<file path="config.mk">
export PLATFORM = sky130hd
export DESIGN_NAME = sipo_rx
export DESIGN_NICKNAME = d
export VERILOG_FILES = /design/src/rtl/sipo_pkg.sv /design/src/rtl/sipo_out_buf.sv /design/src/rtl/sipo_rx.sv
export SDC_FILE = /design/constraint.sdc
export NUM_CORES = 1
export LEC_CHECK = 0
export CAP_MARGIN = 10
export CORE_MARGIN = 3
export CORE_UTILIZATION = 40
export DETAILED_ROUTE_END_ITERATION = 10
export GPL_ROUTABILITY_DRIVEN = 0
export PLACE_DENSITY = 0.66
export SKIP_LAST_GASP = 1
export SYNTH_ARGS = -nofsm -noshare
export SYNTH_HDL_FRONTEND = slang
export SYNTH_HIERARCHICAL = 1
export SYNTH_SLANG_ARGS = --single-unit
</file>
<file path="constraint.sdc">
create_clock -name clk -period 1.65 [get_ports clk]
set_input_delay 0.33 -clock clk [delete_from_list [all_inputs] [get_ports clk]]
set_output_delay 0.33 -clock clk [all_outputs]
set_load 0.01 [all_outputs]
</file>
<file path="src/rtl/sipo_pkg.sv">
// Shared types and sizing helpers for the serial-in/parallel-out receiver.
package sipo_pkg;

  typedef enum logic {
    IDLE  = 1'b0,
    SHIFT = 1'b1
  } state_t;

  localparam int SIPO_WIDTH_DEF = 4;

  // Bit counter width: enough to hold 0..width-1.
  function automatic int cnt_w(input int width);
    return (width < 2) ? 1 : $clog2(width);
  endfunction

endpackage

</file>
<file path="src/rtl/sipo_out_buf.sv">
// One-entry output register with valid/ready handoff and sticky overflow flag.
module sipo_out_buf
  import sipo_pkg::*;
#(
  parameter int WIDTH = SIPO_WIDTH_DEF
) (
  input  logic             clk,
  input  logic             rst_n,
  input  logic             done,
  input  logic [WIDTH-1:0] word,
  input  logic             pout_rdy,
  input  logic             clr_ovf,
  output logic [WIDTH-1:0] pout,
  output logic             pout_vld,
  output logic             ovf
);

  // Handshake: a word is transferred on every rising edge where pout_vld and
  // pout_rdy are both 1; pout is held stable while pout_vld=1 and no transfer
  // happens. A new word may replace one being transferred on the same edge.
  logic take;
  logic load;
  logic drop;

  assign take = pout_vld & pout_rdy;
  assign load = done & (~pout_vld | take);
  assign drop = done & pout_vld & ~pout_rdy;

  always_ff @(posedge clk or negedge rst_n) begin
    if (!rst_n) begin
      pout     <= '0;
      pout_vld <= 1'b0;
      ovf      <= 1'b0;
    end else begin
      if (load) begin
        pout     <= word;
        pout_vld <= 1'b1;
      end else if (take) begin
        pout_vld <= 1'b0;
      end

      // A dropped word on the same edge as a clear must leave ovf set.
      if (drop) begin
        ovf <= 1'b1;
      end else if (clr_ovf) begin
        ovf <= 1'b0;
      end
    end
  end

endmodule

</file>
<file path="src/rtl/sipo_rx.sv">
// Serial-to-parallel receiver: MSB-first framing on sof, word handed to sipo_out_buf.
module sipo_rx
  import sipo_pkg::*;
#(
  parameter int WIDTH = SIPO_WIDTH_DEF
) (
  input  logic             clk,
  input  logic             rst_n,
  input  logic             sin,
  input  logic             sin_vld,
  input  logic             sof,
  output logic [WIDTH-1:0] pout,
  output logic             pout_vld,
  input  logic             pout_rdy,
  output logic             busy,
  output logic             ovf,
  input  logic             clr_ovf
);

  localparam int CW = cnt_w(WIDTH);
  localparam logic [CW-1:0] CNT_LAST = CW'(WIDTH - 1);
  localparam logic [CW-1:0] CNT_ONE  = CW'(1);

  state_t           state;
  logic [CW-1:0]    cnt;
  logic [WIDTH-1:0] shreg;
  logic [WIDTH-1:0] word;
  logic             done;
  logic             shreg_msb_unused;

  // The completed word is the low WIDTH-1 history bits plus the bit on the wire.
  assign word             = {shreg[WIDTH-2:0], sin};
  assign done             = (state == SHIFT) & sin_vld & ~sof & (cnt == CNT_LAST);
  assign shreg_msb_unused = shreg[WIDTH-1];

  always_ff @(posedge clk or negedge rst_n) begin
    if (!rst_n) begin
      state <= IDLE;
      cnt   <= '0;
      shreg <= '0;
      busy  <= 1'b0;
    end else begin
      case (state)
        IDLE: begin
          if (sin_vld && sof) begin
            shreg <= {{(WIDTH-1){1'b0}}, sin};
            cnt   <= CNT_ONE;
            state <= SHIFT;
            busy  <= 1'b1;
          end
        end
        SHIFT: begin
          if (sin_vld) begin
            if (sof) begin
              // Restart: the partial word is abandoned, sin is the new MSB.
              shreg <= {{(WIDTH-1){1'b0}}, sin};
              cnt   <= CNT_ONE;
            end else if (done) begin
              shreg <= word;
              cnt   <= '0;
              state <= IDLE;
              busy  <= 1'b0;
            end else begin
              shreg <= word;
              cnt   <= cnt + CNT_ONE;
            end
          end
        end
        default: begin
          state <= IDLE;
          busy  <= 1'b0;
        end
      endcase
    end
  end

  sipo_out_buf #(
    .WIDTH(WIDTH)
  ) u_out_buf (
    .clk     (clk),
    .rst_n   (rst_n),
    .done    (done),
    .word    (word),
    .pout_rdy(pout_rdy),
    .clr_ovf (clr_ovf),
    .pout    (pout),
    .pout_vld(pout_vld),
    .ovf     (ovf)
  );

endmodule

</file>
# Word-level counts from Yosys, hierarchy flattened
# Cells that the tools add are included.
[word_totals] rom_bits=0 reg_bits=13 n_memories=0 in_bits=7 ram_bits=0 latchBits=0 out_inout_bits=7 wordCells=53
[classes] magnitude_cmp=0 div_mod_pow=0 n_mux=23 reduce_logical=5 bitwise_logic=12 n_shift=0 eq_ne=5 addsub=1 n_mul=0
[op_table] operator="$mux W1" n=12
[op_table] operator="$mux W3" n=3
[op_table] operator="$mux W2" n=4
[op_table] operator="$and A1 B1 Y1" n=7
[op_table] operator="$ne A2 B2 Y1 const B" n=3
[op_table] operator="$pmux W3 S2" n=1
[op_table] operator="$not A1 Y1" n=4
[op_table] operator="$pmux W1 S2" n=2
[op_table] operator="$pmux W2 S2" n=1
[op_table] operator="$reduce_and A4 Y1" n=1
[op_table] operator="$reduce_bool A2 Y1" n=2
[op_table] operator="$add A2 B1 Y2 const B" n=1
[op_table] operator="$eq A2 B2 Y1 const B" n=1
[op_table] operator="$ne A2 B1 Y1 const B" n=1
[op_table] operator="$reduce_and A2 Y1" n=1
[op_table] operator="$logic_and A1 B1 Y1" n=1
[op_table] operator="$or A1 B1 Y1" n=1

# Logic depth before layout (Yosys ltp)
# Gate-level depths: netlist of the first run.
[logic_depth] depth_word=7 ltp_mapped=4 mapped_depth_nobuf=4

# Cells and area by module
# Netlist of the first run, hierarchy kept.
[by_module_without_submodules] mod="sipo_rx" cells_per_inst=35 area_each_um2=372.9 instances=1
[by_module_without_submodules] mod="sipo_out_buf" cells_per_inst=16 area_each_um2=252.7 instances=1

# Worst setup path before layout of the first run
# No wires, ideal clock.
[synth_timing] path_type="register to register" from="reg cnt[0]" to="reg u_out_buf.pout[0]" arrival_time_ns=1.199 n_path_buf=0 path_stages_with_launch=5 setup_slack_ns=0.326 setup_ns=0.125 synth_period_minus_slack_ns=1.324 cell_sequence="dfrtp_1 ha_1 and4b_1 nand2_4 mux2_4"
[synth_via] elab_chain_len=3
[synth_rtl] item="from (decl)" line_no="sipo_rx.sv:25" text="logic [CW-1:0] cnt;"
[synth_rtl] item="from (signal assigned)" line_no="sipo_rx.sv:65" text="cnt <= cnt + CNT_ONE;"
[synth_rtl] item="$eq A2 B2 Y1" line_no="sipo_rx.sv:33" text="assign done = (state == SHIFT) & sin_vld & ~sof & (cnt == CNT_LAST);"
[synth_rtl] item="$and A1 B1 Y1" line_no="sipo_rx.sv:33"
[synth_rtl] item="via done" line_no="sipo_rx.sv:28" text="logic done;"
[synth_rtl] item="$and A1 B1 Y1" line_no="sipo_out_buf.sv:26" text="assign load = done & (~pout_vld | take);"
[synth_rtl] item="to (signal assigned)" line_no="sipo_out_buf.sv:36" text="pout <= word;"
[synth_rtl] item="to (decl)" line_no="sipo_out_buf.sv:13" text="output logic [WIDTH-1:0] pout,"
# The timed path passes the listed nets, and every way through them passes these cells.
# A chain may end at the register's enable or synchronous reset.

# Worst setup path after layout of the first run
[layout_timing] from="reg u_out_buf.pout_vld" to="out pout_vld"
[layout_rtl] item="from (decl)" line_no="sipo_out_buf.sv:14" text="output logic pout_vld,"
[layout_rtl] item="from (signal assigned)" line_no="sipo_out_buf.sv:32" text="pout_vld <= 1'b0;"
[layout_rtl] item="from (signal assigned)" line_no="sipo_out_buf.sv:37" text="pout_vld <= 1'b1;"
[layout_rtl] item="from (signal assigned)" line_no="sipo_out_buf.sv:39" text="pout_vld <= 1'b0;"
[layout_rtl] item="to (decl)" line_no="sipo_rx.sv:13" text="output logic pout_vld,"
# No word-level cell between the ends.

==> summary.md, run 1 <==
| Metric | Value |
|---|---|
| Area Overhead vs Synth | `29.0%` |
| # setup viols final | `0` |
| Row count | `13` |
| Max-cap violations | `0` |
| Initial core utilization | `45.2%` |
| DR vias/cell | `5.18` |
| Num CTS Buffers | `3` |
| Fin crit period | `1.54 ns` |
| Sum Neg Setup Slack | `0 ns` |
| Total Nets Final | `78` |
| Placed Cells | `80` |
| FMAX | `647 MHz` |
| Tot GR Track Use | `12.5%` |
| Synthesis Warnings | `6` |
| Vias post-DR | `435` |
| Post-cts sizing count | `0` |
| Non-Filler Instances | `84` |
| Postcts setup bufs | `0` |
| Sw frac | `29.9%` |
| HPWL Detailed | `792 um` |
| CP cell instances | `clkdlybuf4s50_1` |
| Distinct cells, synth | `24` |
| Overflow after GRT | `0` |
| Antenna cells | `0` |
| First drt pass iteration count | `4` |
| Pin count of the biggest net entering global routing | `14` |
| Final hold viol count | `0` |
| Die height | `45.5 um` |
| IO Pins | `14` |
| Stages on the worst setup path | `1` |
| Reg2reg path depth | `4` |
| Share of layout cells above drive strength 1 | `20.3%` |
| Root buf cell | `clkbuf_4` |
| Status | `finished clean` |
| Die Area | `0.00207 mm2` |
| Cell with the largest stage delay on the worst path | `clkdlybuf4s50_1` |
| Ys flop type | `dfrtp_1` |
| Die W | `45.5 um` |
| Skew final | `0.00818 ns` |
| Avg Cell Area, Syn | `12.3 um2` |
| Clock-pin slew on the worst setup and hold paths | `0.08 ns` |
| Syn_nets | `59` |
| Synthesized cell area | `626 um2` |
| Clock Path Buffers | `2` |
| Worst-Margin Slew | `0.256 ns` |
| Post-synth EDFFs | `0` |
| Relative max-transition margin | `82.9%` |
| Worst Path Buf+Inv | `1` |
| CP Capture Type | `output port` |
| Post-synthesis cell count | `51` |
| Critical Path Start Type | `flop` |
| Sink Count | `13` |
| Most frequent cells in the layout | `dfrtp_1 (13), clkdlybuf4s50_1 (13), inv_1 (5)` |
| RSZ-0062 raised after global routing | `no` |
| Max stage delay on crit path | `0.55 ns` |
| Initial antenna violation count | `0` |
| Fin. max-slew vios | `0` |
| Crit Path Category | `reg -> out` |
| R2R Setup Slk | `0.26 ns` |
| Vias in the first global route | `412` |
| Peak supply drop | `847 uV` |
| Critical path arrival | `1.21 ns` |
| First-pass GRT wire length | `1.86 mm` |
| DRT iter0 DRCs | `7` |
| Final core utilization | `58.4%` |
| Drt drc | `0` |
| Wire per inst | `12.7 um` |
| Psw | `0.324 mW` |
| Final period util | `93.6%` |
| Pwr dens | `1340 mW/mm2` |
| CTS tree | `done` |
| Hold_buf cts | `0` |
| Sequential power share | `47.0%` |
| Worst Hold Class | `in -> async` |
| Leakage | `0.369 nW` |
| DP Worst Slack | `0.0307 ns` |
| Post-layout worst setup margin | `0.105 ns` |
| Post-synthesis async set-or-reset flop share | `100%` |
| Worst-path maximum fanout | `2` |
| PortBufs | `13` |
| Sequential area share after synthesis | `52.0%` |
| Final wirelength | `1.07 mm` |
| Share of total power in the clock network | `17.4%` |
| Critical path's top delay family | `buffers and inverters` |
| Core footprint | `0.00138 mm2` |
| CTS H-tree lvls | `1` |
| Antenna Violating Nets Remaining | `0` |
| Crit path required time | `1.32 ns` |
| Comb power frac | `35.5%` |
| Clock Latency Late Sink | `0.27 ns` |
| FILL cells | `111` |
| Power Internal | `0.759 mW` |
| #FFs+latches synth | `13` |
-- state kept, by name, indices dropped and copies added (netlist names) --
register,flops
cnt,2
u_out_buf/pout,4
u_out_buf/pout_vld,1
shreg,3
busy,1
u_out_buf/ovf,1
state,1
-- metal layers --
metal / wire length [um] / vias to the layer above / GRT usage, %
met4: 0 / 0 / 1.75
met5: 0 / - / 0
met3: 72 / 0 / 4.74
met1: 529 / 206 / 18.5
met2: 464 / 16 / 17.5
li1: - / 213 / -
-- cell type report --
type | count | area (um2) | area share (%)
flip-flops and latches | 13 | 325 | 40.3
multi-input cells | 30 | 258 | 31.9
repair buffers | 17 | 160 | 19.8
clock buffers | 4 | 26.3 | 3.26
inverters | 5 | 18.8 | 2.33
well taps | 15 | 18.8 | 2.33
-- cells in the mapped netlist, types with 3 or more instances --
cell / count / area share, %
dfrtp_1: 13 / 52
inv_1: 5 / 3.0
mux2_4: 4 / 9.6
nand2_1: 3 / 1.8
nand2b_1: 3 / 3.0
nand3_1: 3 / 2.4
o221ai_1: 3 / 4.2
-- cells by family after synthesis --
family,synth area share [%]
and+or+nand+nor,18.0
adders and majority gates,2.00
buffers and inverters,6.80
muxes,11.4
AOI/OAI and AO/OA,9.80
DFF,52.0
-- path summary, 6_finish.rpt --
check	start	end
max	u_out_buf/pout_vld	pout_vld
max in group asynchronous	rst_n	shreg[2]
min	rst_n	shreg[0]
min reg2reg	u_out_buf/pout[0]	u_out_buf/pout[0]
min in group clk	u_out_buf/pout[0]	u_out_buf/pout[0]
max reg2reg	cnt[0]	u_out_buf/pout[1]
-- through the flow --
stage	instance area (um2)	total power [mW]	hold WS, ns
3_3_place_gp	781	0.896	0.498
6_report	807	1.08	0.358
4_1_cts	807	1.10	0.358
2_1_floorplan	626	0.754	0.0344
3_5_place_dp	781	0.905	0.495
5_1_grt	807	1.17	0.368
-- power by group through the flow --
stage	registers [mW]	clock network [mW]	logic, mW
floorplan	0.510	0	0.244
finish	0.510	0.189	0.385
global route	0.531	0.208	0.429
detailed placement	0.515	0	0.389
CTS	0.510	0.198	0.392
global placement	0.514	0	0.382
(Power assumes the default switching activity.)
==> run 2: changes to the inputs <==
Settings changed: CAP_MARGIN 10 to not set.
==> results of run 2 <==
Same layout as run 1: the final DEF is identical, and so are final timing and power.
==> variant, RTL diff (flow settings as in run 2) <==
Reset style: synchronous (`rst_n`), changed in 2 clocked blocks.
--- a/src/rtl/sipo_out_buf.sv
+++ b/src/rtl/sipo_out_buf.sv
@@ -26,7 +26,7 @@
   assign load = done & (~pout_vld | take);
   assign drop = done & pout_vld & ~pout_rdy;
 
-  always_ff @(posedge clk or negedge rst_n) begin
+  always_ff @(posedge clk) begin
     if (!rst_n) begin
       pout     <= '0;
       pout_vld <= 1'b0;
--- a/src/rtl/sipo_rx.sv
+++ b/src/rtl/sipo_rx.sv
@@ -33,7 +33,7 @@
   assign done             = (state == SHIFT) & sin_vld & ~sof & (cnt == CNT_LAST);
   assign shreg_msb_unused = shreg[WIDTH-1];
 
-  always_ff @(posedge clk or negedge rst_n) begin
+  always_ff @(posedge clk) begin
     if (!rst_n) begin
       state <= IDLE;
       cnt   <= '0;
Function: differs if rst_n is asserted again (counterexample within 4 cycles, from zero or initial values and one cycle with rst_n low); with rst_n held inactive, the same outputs for 10 cycles.
==> variant against run 2 <==
- worst setup slack better by 0.054 ns
- global-route usage fell by 0.34 points
- sequential cell count unchanged
- cell area decreased by 6.8%
- area after synthesis fell by 9.2%
- highest routed layer is now met4
- core utilization is 3.5 points higher
- routed wire length decreased by 2.6%
Power is not compared: it rests on default switching activity, and its combinational part moved more than twofold at a synthesized area within 25%.
==> variant: results (changes against run 2) <==
xor/xnor cell area share of the yosys netlist: 0% (unchanged)
top sig layer: met4
first-pass iteration count of the detailed router: 1 (-3)
Netlist cell types: 20 (-17%)
Synth top cells by count: nand2_1, dfxtp_1, mux2i_1
post-synthesis adder-cell area fraction: 2.20% (+0.20 points)
Root Driver: clkbuf_4
PostCTS Resize Cnt: 0 (unchanged)
final net count: 84 (+7.7%)
layout cells sized above 1: 17.3% (-3.0 points)
Worst R2R Path Depth: 4 (unchanged)
Synth Warn #: 6 (unchanged)
GR Util met3: 6.64% (+1.9 points)
Critical Path AT: 1.16 ns (-0.05 ns)
Hold Crit Class: reg -> reg
M2 GR Usage: 19.2% (+1.6 points)
Layout fillers: 124 (+12%)
met2 wire length: 487 µm (+5.0%)
first-pass GRT wire length: 1710 µm (-8.2%)
async set-reset flop share out of synthesis: 0% (-100 points)
top area cells in the synthesized netlist: dfxtp_1, nand2_1, mux2i_1
Seq/Total Area, Yosys: 45.8% (-6.2 points)
status: completed
Worst Path Max Fanout: 3 (+1)
CP Launch Point: busy
initial antenna violation count: 0 (unchanged)
Port Buffers: 13 (unchanged)
Synth Area in Compound Gates: 13.2% (+3.4 points)
1st-iter DRT viols: 0 (-7)
Setup Buffers After CTS: 0 (unchanged)
total routed wirelength: 1040 µm (-2.6%)
GR Util All Layers: 12.2% (-0.34 points)
Mapped Cells: 57 (+12%)
Post-Syn Nets: 65 (+10%)
number of global-route vias before repair: 413 (+0.24%)
Clock Skew: 0.00382 ns (-0.00435 ns)
largest net degree at the start of global routing: 20 (+6)
met3 wire length: 75 µm (+4.2%)
GR Layer Usage met1: 14.1% (-4.4 points)
min-delay src: u_out_buf/pout[0]
M1 WL: 468 µm (-12%)
post-DR vias/cell: 5.04 (-2.6%)
CP delay by family, top: buffers and inverters
FF-to-FF Start: cnt[0]
# placed instances: 85 (+6.3%)
antenna diode count: 0 (unchanged)
Via Count: 449 (+3.2%)
Slew headroom: 83.3% (+0.39 points)
mux share of post-synthesis cell area: 8.81% (-2.6 points)
Synth Flop Type: dfxtp_1
post-DP HPWL: 726 µm (-8.3%)
H-tree Lvls: 1 (unchanged)
-- variant: changes by cell type in the layout (fill, tap and decap cells not counted), sizes merged, moves of 4 or more --
| cell | run 2 | this run |
|---|---|---|
| nand2b | 4 | 0 |
| nand2 | 4 | 14 |
| mux2 | 5 | 0 |
| nor2b | 1 | 5 |
| inv | 5 | 0 |
| mux2i | 0 | 5 |
| dfxtp | 0 | 13 |
| dfrtp | 13 | 0 |
-- variant: stage by stage --
stage               hold WS (ns)  utilization (%)  worst slack, ns  total power [mW]  area, µm²
floorplan                  0.438                -            0.448             0.362        568
global placement           0.445             59.7           0.0134             0.392        726
detailed placement         0.454             59.7           0.0139             0.393        726
CTS                        0.466             61.8            0.140             0.589        752
global route               0.483             61.8            0.102             0.607        752
finish                     0.460             61.8            0.159             0.577        752
-- variant: worst reg2reg max path, delay by kind of cell (launching register included) --
family,cells,cell delay [ns]
muxes,1,0.21
adders and majority gates,1,0.20
DFF,1,0.34
and+or+nand+nor,2,0.51
-- variant: final timing paths --
kind / endpoint / slack (ns)
max reg2reg: u_out_buf/pout[1] / 0.33
min reg2reg: u_out_buf/pout[0] / 0.46
max: busy / 0.16
min: u_out_buf/pout[0] / 0.46
-- variant: where the power goes --
part	internal (mW)	switching [mW]	leakage, nW
sequential	0.321	0.00573	0.106
combinational	0.0347	0.0244	0.146
clock	0.0937	0.0979	0.0150
-- variant: layout make-up --
| class | instances | area, µm² | area share [%] |
|---|---|---|---|
| multi-input cells | 41 | 288 | 38.3 |
| flip-flops and latches | 13 | 260 | 34.6 |
| repair buffers | 17 | 160 | 21.3 |
| clock buffers | 4 | 26.3 | 3.49 |
| well taps | 14 | 17.5 | 2.33 |
